--- config.mk ---
export PLATFORM = sky130hd
export DESIGN_NAME = csr_to_banked_ram_bridge
export DESIGN_NICKNAME = d
export VERILOG_FILES = /design/src/rtl/csr_to_banked_ram_bridge.sv
export SDC_FILE = /design/constraint.sdc
export NUM_CORES = 1
export LEC_CHECK = 0
export ABC_AREA = 0
export ABC_CLOCK_PERIOD_IN_PS = 2000
export CORE_MARGIN = 1
export CORE_UTILIZATION = 38
export DETAILED_ROUTE_END_ITERATION = 8
export PLACE_DENSITY_LB_ADDON = 0.12
export RECOVER_POWER = 100
export SYNTH_ARGS = -nofsm -noshare
export SYNTH_HDL_FRONTEND = slang
export SYNTH_SLANG_ARGS = --single-unit
export TNS_END_PERCENT = 10
--- constraint.sdc ---
create_clock -name i_clk -period 2 [get_ports i_clk]
set_input_delay 0.4 -clock i_clk [delete_from_list [all_inputs] [get_ports i_clk]]
set_output_delay 0.4 -clock i_clk [all_outputs]
set_load 0.02 [all_outputs]
--- src/rtl/csr_to_banked_ram_bridge.sv ---
`default_nettype none
// ============================================================================
// Module   : csr_to_banked_ram_bridge
// Summary  : CSR external-memory port to NUM_BANKS single-port RAM banks,
//            with bank decode, configurable read latency and bit-level RMW.
// Revision : 1.0
// ============================================================================
module csr_to_banked_ram_bridge #(
  parameter int WORD_BIT_WIDTH = 32,
  parameter int DEPTH          = 8,
  parameter int NUM_BANKS      = 4,
  parameter int RAM_RD_LATENCY = 2,
  localparam int BPW = WORD_BIT_WIDTH / 8,
  localparam int WA  = $clog2(DEPTH),
  localparam int BA  = $clog2(BPW * DEPTH * NUM_BANKS)
) (
  input  logic                                i_clk,
  input  logic                                i_async_rst_n,
  input  logic                                i_acc_req,
  input  logic                                i_acc_req_is_wr,
  input  logic [BA-1:0]                       i_byte_addr,
  input  logic [WORD_BIT_WIDTH-1:0]           i_wr_data,
  input  logic [WORD_BIT_WIDTH-1:0]           i_wr_bit_en,
  output logic                                o_rd_ack,
  output logic [WORD_BIT_WIDTH-1:0]           o_rd_data,
  output logic                                o_wr_ack,
  output logic                                o_busy,
  output logic                                o_req_drop,
  output logic [NUM_BANKS-1:0]                o_ram_we,
  output logic [WA-1:0]                       o_ram_word_addr,
  output logic [WORD_BIT_WIDTH-1:0]           o_ram_wr_data,
  output logic [BPW-1:0]                      o_ram_wr_byte_en,
  input  logic [NUM_BANKS*WORD_BIT_WIDTH-1:0] i_ram_rd_data
);

  localparam int OB  = $clog2(BPW);
  localparam int BKW = (NUM_BANKS > 1) ? $clog2(NUM_BANKS) : 1;
  localparam logic [2:0] c_lat = 3'(RAM_RD_LATENCY);

  localparam logic [2:0] S_IDLE     = 3'd0;
  localparam logic [2:0] S_RD_WAIT  = 3'd1;
  localparam logic [2:0] S_RMW_WAIT = 3'd2;
  localparam logic [2:0] S_RMW_WR   = 3'd3;
  localparam logic [2:0] S_ACK      = 3'd4;

  generate
    if (WORD_BIT_WIDTH < 8 || (WORD_BIT_WIDTH & (WORD_BIT_WIDTH - 1)) != 0 ||
        DEPTH < 2 || (DEPTH & (DEPTH - 1)) != 0 ||
        NUM_BANKS < 1 || (NUM_BANKS & (NUM_BANKS - 1)) != 0 ||
        RAM_RD_LATENCY < 1 || RAM_RD_LATENCY > 4) begin : g_param_check
      $error("csr_to_banked_ram_bridge: invalid parameter set");
    end
  endgenerate

  logic [2:0]                r_state;
  logic [2:0]                r_lat_cnt;
  logic [BKW-1:0]            r_bank;
  logic [WORD_BIT_WIDTH-1:0] r_bit_en;
  logic                      r_rd_ack;
  logic [WORD_BIT_WIDTH-1:0] r_rd_data;
  logic                      r_wr_ack;
  logic                      r_busy;
  logic                      r_req_drop;
  logic [NUM_BANKS-1:0]      r_ram_we;
  logic [WA-1:0]             r_ram_word_addr;
  logic [WORD_BIT_WIDTH-1:0] r_ram_wr_data;
  logic [BPW-1:0]            r_ram_wr_byte_en;

  logic [BKW-1:0]            w_bank;
  logic [BPW-1:0]            w_byte_any;
  logic                      w_any_full;
  logic                      w_any_partial;
  logic [WORD_BIT_WIDTH-1:0] w_rd_word;
  logic [WORD_BIT_WIDTH-1:0] w_merge;
  logic                      w_lat_done;

  generate
    if (NUM_BANKS > 1) begin : g_bank_multi
      assign w_bank = i_byte_addr[BA-1 -: BKW];
    end else begin : g_bank_single
      assign w_bank = '0;
    end
    if (OB > 0) begin : g_unused_ofs
      logic w_unused_ofs;
      assign w_unused_ofs = ^i_byte_addr[OB-1:0];
    end
  endgenerate

  // Per-byte enable class: a byte that is neither all-0 nor all-1 forces RMW.
  always_comb begin
    w_byte_any    = '0;
    w_any_full    = 1'b0;
    w_any_partial = 1'b0;
    for (int i = 0; i < BPW; i++) begin
      w_byte_any[i] = |i_wr_bit_en[i*8 +: 8];
      if (&i_wr_bit_en[i*8 +: 8]) w_any_full = 1'b1;
      else if (w_byte_any[i])     w_any_partial = 1'b1;
    end
  end

  always_comb begin
    w_rd_word = '0;
    for (int b = 0; b < NUM_BANKS; b++) begin
      if (BKW'(b) == r_bank) w_rd_word = i_ram_rd_data[b*WORD_BIT_WIDTH +: WORD_BIT_WIDTH];
    end
  end

  // r_ram_wr_data holds the caller's write data until the RMW merge replaces it.
  assign w_merge    = (w_rd_word & ~r_bit_en) | (r_ram_wr_data & r_bit_en);
  assign w_lat_done = (r_lat_cnt == c_lat);

  always_ff @(posedge i_clk or negedge i_async_rst_n) begin
    if (!i_async_rst_n) begin
      r_state          <= S_IDLE;
      r_lat_cnt        <= '0;
      r_bank           <= '0;
      r_bit_en         <= '0;
      r_rd_ack         <= 1'b0;
      r_rd_data        <= '0;
      r_wr_ack         <= 1'b0;
      r_busy           <= 1'b0;
      r_req_drop       <= 1'b0;
      r_ram_we         <= '0;
      r_ram_word_addr  <= '0;
      r_ram_wr_data    <= '0;
      r_ram_wr_byte_en <= '0;
    end else begin
      r_req_drop <= i_acc_req && (r_state != S_IDLE);
      case (r_state)
        S_IDLE: begin
          if (i_acc_req) begin
            r_busy          <= 1'b1;
            r_bank          <= w_bank;
            r_bit_en        <= i_wr_bit_en;
            r_ram_word_addr <= i_byte_addr[OB +: WA];
            r_ram_wr_data   <= i_wr_data;
            r_lat_cnt       <= '0;
            if (!i_acc_req_is_wr) begin
              r_state <= S_RD_WAIT;
            end else if (w_any_partial) begin
              r_state <= S_RMW_WAIT;
            end else begin
              r_state <= S_RMW_WR;
              if (w_any_full) begin
                r_ram_we         <= NUM_BANKS'(1) << w_bank;
                r_ram_wr_byte_en <= w_byte_any;
              end
            end
          end
        end
        S_RD_WAIT: begin
          if (w_lat_done) begin
            r_rd_data <= w_rd_word;
            r_rd_ack  <= 1'b1;
            r_state   <= S_ACK;
          end else begin
            r_lat_cnt <= r_lat_cnt + 3'd1;
          end
        end
        S_RMW_WAIT: begin
          if (w_lat_done) begin
            r_ram_we         <= NUM_BANKS'(1) << r_bank;
            r_ram_wr_data    <= w_merge;
            r_ram_wr_byte_en <= '1;
            r_state          <= S_RMW_WR;
          end else begin
            r_lat_cnt <= r_lat_cnt + 3'd1;
          end
        end
        S_RMW_WR: begin
          r_ram_we         <= '0;
          r_ram_wr_byte_en <= '0;
          r_wr_ack         <= 1'b1;
          r_state          <= S_ACK;
        end
        S_ACK: begin
          r_rd_ack <= 1'b0;
          r_wr_ack <= 1'b0;
          r_busy   <= 1'b0;
          r_state  <= S_IDLE;
        end
        default: r_state <= S_IDLE;
      endcase
    end
  end

  assign o_rd_ack         = r_rd_ack;
  assign o_rd_data        = r_rd_data;
  assign o_wr_ack         = r_wr_ack;
  assign o_busy           = r_busy;
  assign o_req_drop       = r_req_drop;
  assign o_ram_we         = r_ram_we;
  assign o_ram_word_addr  = r_ram_word_addr;
  assign o_ram_wr_data    = r_ram_wr_data;
  assign o_ram_wr_byte_en = r_ram_wr_byte_en;

endmodule
`default_nettype wire

==> summary.log <==
qor: power.leakage 0.00425 µW
qor: global_route.grt_pass1_vias 5734
qor: timing.finalMaxSlewViolations 0
qor: detailed_routing.wire_per_inst 18.6 µm
qor: place.finalWeightedCongestion 0.846
qor: place.buffer_ports.inserted 279
qor: logic_synthesis.synth_enable_flop_cells 0
qor: run_status.status finished, violations left
qor: logic_synthesis.synth_seq_cells 119
qor: clock_network.cts_buffers 17
qor: detailed_routing.drt_drc_violations_left 0
qor: worst_setup_path.critPathKind in2reg
qor: clock_network.clk-insertion-delay-late 410 ps
qor: global_route.grt_busiest_layer met2
qor: place.dp_cells 1025
qor: power.power_density 1490 nW/µm²
qor: cells_and_area.sequential_cell_area 2980 µm²
qor: detailed_routing.route.final.wire_length 19800 µm
qor: detailed_routing.detail_route.first_pass.iterations 4
qor: worst_setup_path.critPathCaptureType register
qor: die.chipWidth 128 µm
qor: clock_network.tritoncts yes
qor: clock_network.cts.sinks 119
qor: timing.worst_slew_pin_slew 660 ps
qor: worst_setup_path.worstPathMaxFanout 8
qor: clock_network.ctsRootBufferMaster sky130_fd_sc_hd__clkbuf_16
qor: place.hpwl 15000 µm
qor: worst_setup_path.kind_of_start_point_of_the_critical_path input port
qor: logic_synthesis.post_synth.cell_area_avg 11.9 µm²
qor: detailed_routing.detailedRoute.firstIterationViolations 261
qor: cells_and_area.nFillCells 1175
qor: timing.hold_worst_slack 312 ps
qor: timing.post_route_clock_skew 7.55 ps
qor: cells_and_area.multi_input_comb_area 3090 µm²
qor: clock_network.clockBufferDepth 2
qor: clock_network.ctsHtreeMaxLevel 4
qor: die.die_h 128 µm
qor: detailed_routing.drtAntennaViolNets 0
qor: timing.post-route-min-period 2120 ps
qor: global_route.grt_pass1_wl 30400 µm
qor: die.start_util 0.395
qor: logic_synthesis.postSynth.asyncResetShare 1.00
qor: timing.max_clock_freq 473 MHz
qor: place.detailed_place.area 9590 µm²
qor: timing.setup_viol_count_final 8
qor: logic_synthesis.synth_cell_types 32
qor: global_route.groute.usage.overall 0.248
qor: min_path.hold_path.class in2reg
qor: worst_setup_path.timing.critical_path.buf_inv 2
qor: logic_synthesis.synth_warnings 0
qor: logic_synthesis.most_common_flop_cell_mapped_by_yosys sky130_fd_sc_hd__dfrtp_1
qor: logic_synthesis.synth_nets 716
qor: global_route.overflow_left_after_global_routing 0
qor: power.worst_ir_drop_vdd 0.000805 V
qor: cells_and_area.area_growth_syn_to_layout 70.1%
qor: worst_setup_path.worst_ep_required_time 2290 ps
qor: worst_setup_path.worst-endpoint-arrival 2410 ps
qor: global_route.met3_global_route_usage 0.0699
qor: die.rows 45
qor: timing.timing_hold_violations_final 0
qor: cells_and_area.n_antenna_cell 0
qor: cells_and_area.share_of_final_layout_standard_cells_stronger_than_drive_strength_1 0.271
qor: worst_setup_path.timing.critical_path.slowest_cell_delay 450 ps
qor: timing.rsz0062_at_grt yes
qor: timing.maxSlewHeadroom 0.560
qor: detailed_routing.vias_per_cell 5.28
qor: global_route.pin_count_of_the_biggest_net_entering_global_routing 47
qor: timing.postLayoutSetupSlackWorst -116 ps
qor: logic_synthesis.synth.yosys.seq_area_share 0.491
qor: clock_network.path_clk_slew 50 ps
qor: cells_and_area.finish.net_count 1043
qor: power.post-layout-total-power 15400 µW
qor: worst_setup_path.path_cells clkdlybuf4s50_1 > or4_4 > nor2_4 > o22ai_4 > o41ai_4 > buf_6 > mux2_4
qor: detailed_routing.vias 5608
qor: timing.layout_worst_path_cycle_share 1.06
qor: timing.final.setup.tns -853 ps
qor: logic_synthesis.mappedNetlistArea 6070 µm²
qor: global_route.met1_usage 0.292
qor: global_route.antenna_found_initial 0
qor: global_route.groute.layer.met2.usage 0.427
qor: die.die_area 16500 µm²
qor: worst_setup_path.kind_of_cell_adding_the_most_delay_to_the_critical_path buffers and inverters
qor: cells_and_area.final-instance-count-excl-fill 1062
qor: cells_and_area.final_cell_area 10300 µm²
qor: flow_run.drv_cap 0
qor: worst_setup_path.slowest_stage sky130_fd_sc_hd__or4_4
qor: run_status.violations negative setup slack
qor: logic_synthesis.syn_inst 511
qor: die.design.portCount 282
qor: die.core_area 15400 µm²
-- through the flow --
stage	worst slack, ps	util
final	-116	0.672
after global routing	-144	0.672
after detailed placement	-828	0.624
after floorplan	-211	-
after CTS	-154	0.672
after global placement	-776	0.624
-- path summary, 6_finish.rpt --
| path | startpoint | end | slack [ps] | cells after the start |
|---|---|---|---|---|
| max | i_wr_bit_en[25] | o_ram_we[3]$_DFFE_PN0P_ | -120 | 7 |
| min | i_wr_bit_en[3] | r_bit_en[3]$_DFFE_PN0P_ | 310 | 2 |
| max reg2reg | r_lat_cnt[0]$_DFFE_PN0P_ | o_ram_we[3]$_DFFE_PN0P_ | -60 | 8 |
| min reg2reg | register | register | 480 | 1 |
| max in group asynchronous | i_async_rst_n | r_bit_en[5]$_DFFE_PN0P_ | 310 | 3 |
| min in group asynchronous | i_async_rst_n | o_ram_word_addr[0]$_DFFE_PN0P_ | 560 | 2 |
-- cells in the final DEF, fill, tap and decap left out, drive strengths merged --
cell,synthesis,layout
dlygate4sd3,0,79
clkinv,0,6
o21ai,12,12
or2,1,1
and3b,1,1
dfrtp,119,119
o41ai,1,1
nor2,77,77
and2,4,4
xnor2,1,1
a211o,1,1
dlymetal6s2s,0,13
inv,3,3
buf,12,59
or3,1,1
nor3,36,36
clkdlybuf4s50,0,175
bufinv,0,4
clkbuf,26,30
nor2b,4,4
mux2i,2,2
xor2,1,1
nor4,1,1
mux4,32,32
o22a,32,32
ha,2,2
a21oi,38,38
nand4,8,8
nand2,6,6
nor3b,2,2
o22ai,2,2
a22o,1,1
dlygate4sd2,0,12
or4,8,8
mux2,77,77
-- cell usage after synthesis (all sizes together), types with 3 or more instances --
cell type	instances	area, µm²
or4	8	60.1
nor3	36	180
dfrtp	119	2980
mux2	77	867
nor2	77	289
o22a	32	280
nor2b	4	25.0
a21oi	38	190
and2	4	25.0
nand4	8	50.1
o21ai	12	60.1
nand2	6	22.5
inv	3	11.3
clkbuf	26	97.6
buf	12	50.1
mux4	32	721
-- timing repair --
item / CTS / global route
hold endpoints to repair: 23 / 0
hold buffers: 1 / 0
resized for setup: 44 / 21
endpoints found under the setup margin: 8 / 9
gates cloned: 0 / 0
buffers inserted: 2 / 4
pin swaps: 13 / 16
-- power by group --
part	leakage, µW	internal (µW)	switching [µW]	total, µW
clock network	0.000307	2140	1050	3180
logic	0.00258	3890	3910	7800
registers	0.00136	3610	772	4380
-- area by class of cell --
class | count | area share
inverter | 3 | 0.00109
sequential | 119 | 0.289
clock inverter | 10 | 0.0145
timing repair buffer | 346 | 0.326
multi-input combinational | 351 | 0.300
tap | 211 | 0.0256
clock buffer | 22 | 0.0450
-- cell families after synthesis --
| kind of cell | share of synthesized area |
|---|---|
| compound gates | 0.0969 |
| xor+xnor | 0.00289 |
| fa+ha+maj | 0.00412 |
| buf+inv | 0.0262 |
| flops | 0.491 |
| mux | 0.265 |
| simple gates | 0.114 |
-- per-layer routing --
metal | wire [µm] | vias to the layer above | part of all wire
met5 | 0 | - | 0
met4 | 404 | 0 | 0.020
met3 | 1370 | 29 | 0.069
met2 | 10100 | 235 | 0.51
met1 | 7860 | 2777 | 0.40
li1 | - | 2567 | -
No activity file was read; power rests on OpenSTA's default activity.
==> patch, RTL diff (same settings) <==
Set the parameter `NUM_BANKS` to 2 (it was 4).
--- a/src/rtl/csr_to_banked_ram_bridge.sv
+++ b/src/rtl/csr_to_banked_ram_bridge.sv
@@ -8,7 +8,7 @@
 module csr_to_banked_ram_bridge #(
   parameter int WORD_BIT_WIDTH = 32,
   parameter int DEPTH          = 8,
-  parameter int NUM_BANKS      = 4,
+  parameter int NUM_BANKS      = 2,
   parameter int RAM_RD_LATENCY = 2,
   localparam int BPW = WORD_BIT_WIDTH / 8,
   localparam int WA  = $clog2(DEPTH),
Interface: changed (resized i_byte_addr, i_ram_rd_data and o_ram_we); port bits go from 282 to 215. The function was not compared with the original's and may differ.
==> patch against the original RTL <==
Via count is 2.3% lower. Worst setup slack better by 0.092 ns. Count of clock-buffer cells in the layout is 4 higher. The flow still finishes with violations (negative setup slack). Wire length is 11% lower. Largest power group unchanged. First-iteration DRC count is 32% higher. Register-to-register slack better by 0.06 ns. Final area is 13% lower. Synthesized cell count is 20% higher. Area after synthesis is 10% lower. Sequential share of layout area is 3.5 points higher. Total power is 7.7% lower. Sequential cell count is 3 lower. Clock skew is 0.0021 ns lower. Cell count is 0.85% higher.
==> patch: results (changes against the original RTL) <==
[outcome]
outcome = finished, violations left
failed_checks = negative setup slack

[pwr]
p_leak_nw = 4.18  ; -1.7%
worst_ir_drop_vdd_mv = 0.818  ; +1.6%

[placement]
port_buffers = 212  ; -24%
dpl-instance-area_um2 = 8340  ; -13%
dp_slack_ns = -0.682  ; +0.146 ns
place_inst = 1032  ; +0.68%

[layout]
drive_gt1_share_pct = 14.7  ; -12 points
final_cells = 1071  ; +0.85%

[logic_synthesis]
yosys-top-cells-area = dfrtp_1 (53%), nand2_1 (10%), a21oi_1 (6.6%), mux2i_1 (6.4%), o22ai_1 (3.8%)
synth_commonest_cells = nand2_1 (147), dfrtp_1 (116), a21oi_1 (72), o21ai_0 (40), nor3_1 (37)
yosysSeqAreaShare_pct = 53.1  ; +4.1 points
synthMuxAreaShare_pct = 7.44  ; -19 points
synth-compound-area-share_pct = 15.3  ; +5.6 points
yosysUniqueCellTypes = 30  ; -6.3%
syn_inst = 613  ; +20%

[critical_path]
crit_family = simple AND/OR/NAND/NOR gates
cp_max_fo = 6  ; -2
cp.arrival_ns = 2.31  ; -0.10 ns
ff2ff_setup_slack_ns = 0  ; +0.06 ns
r2r-end = o_ram_wr_byte_en[0]

[route]
first_pass_iters = 5  ; +1
routed_wl_um = 17500  ; -11%

[worst_hold_path]
hold_end = r_bit_en[5]
hold_depth = 4  ; +2

[sta]
worst_slack_ns = -0.0235  ; +0.0923 ns
setup_violations = 5  ; -3

[global_routing]
grt_first_pass_wirelength_um = 27300  ; -10%

-- patch: area by class of cell --
| cell class | instances | area, um2 | area share (%) |
|---|---|---|---|
| clock buffer | 26 | 519 | 5.79 |
| clock inverter | 4 | 45.0 | 0.502 |
| inverter | 35 | 131 | 1.46 |
| multi-input combinational | 423 | 2420 | 26.9 |
| sequential | 116 | 2900 | 32.4 |
| tap | 180 | 225 | 2.51 |
| timing repair buffer | 287 | 2730 | 30.4 |
-- patch: worst min-delay path: stages --
cell and delay [ns]:
dlymetal6s2s_1 0.11, buf_4 0.12, nand2_1 0.04, nand2_1 0.04
-- patch: worst max path at each step --
| stage | slack (ns) | endpoint | depth (start not counted) |
|---|---|---|---|
| 2_1_floorplan | -0.18 | o_ram_we[0] | 5 |
| 3_3_place_gp | -0.65 | o_ram_wr_byte_en[0] | 7 |
| 3_5_place_dp | -0.68 | o_ram_wr_byte_en[0] | 7 |
| 4_1_cts | -0.06 | o_ram_wr_byte_en[0] | 8 |
| 5_1_grt | -0.08 | o_ram_wr_byte_en[1] | 8 |
| 6_report | -0.02 | o_ram_wr_byte_en[0] | 7 |
-- patch: logic make-up after synthesis --
logic type	count (synthesis)
AOI/OAI and AO/OA	150
xor gates and xnor gates	1
adders and majority gates	2
buffers and inverters	74
DFF	116
muxes	40
and+or+nand+nor	230
-- patch: power breakdown --
part	switching, mW	total [mW]	internal (mW)
clock network	0.983	2.87	1.88
logic	3.82	7.06	3.24
registers	0.755	4.26	3.51
-- patch: metal layers --
layer / up-vias / GRT usage [%] / share of wire (%)
met1: 2633 / 30.7 / 42
met5: - / 0 / 0
met4: 0 / 8.41 / 1.4
met3: 19 / 4.59 / 6.3
li1: 2637 / - / -
met2: 190 / 41.7 / 50
-- patch: through the flow --
step	setup TNS, ns	hold slack, ns	util (%)
after floorplan	-0.912	0.104	-
after global placement	-3.97	0.356	59.8
final	-0.107	0.330	64.4
after CTS	-0.289	0.375	64.4
after global routing	-1.09	0.347	64.4
after detailed placement	-4.24	0.359	59.8
-- patch: timing repair --
action	CTS	global route
hold buffers	1	0
setup buffers	6	2
gates resized for setup	36	9
gates cloned	0	0
hold endpoints to repair	27	0
pin swaps	15	13
endpoints found under the setup margin	8	69
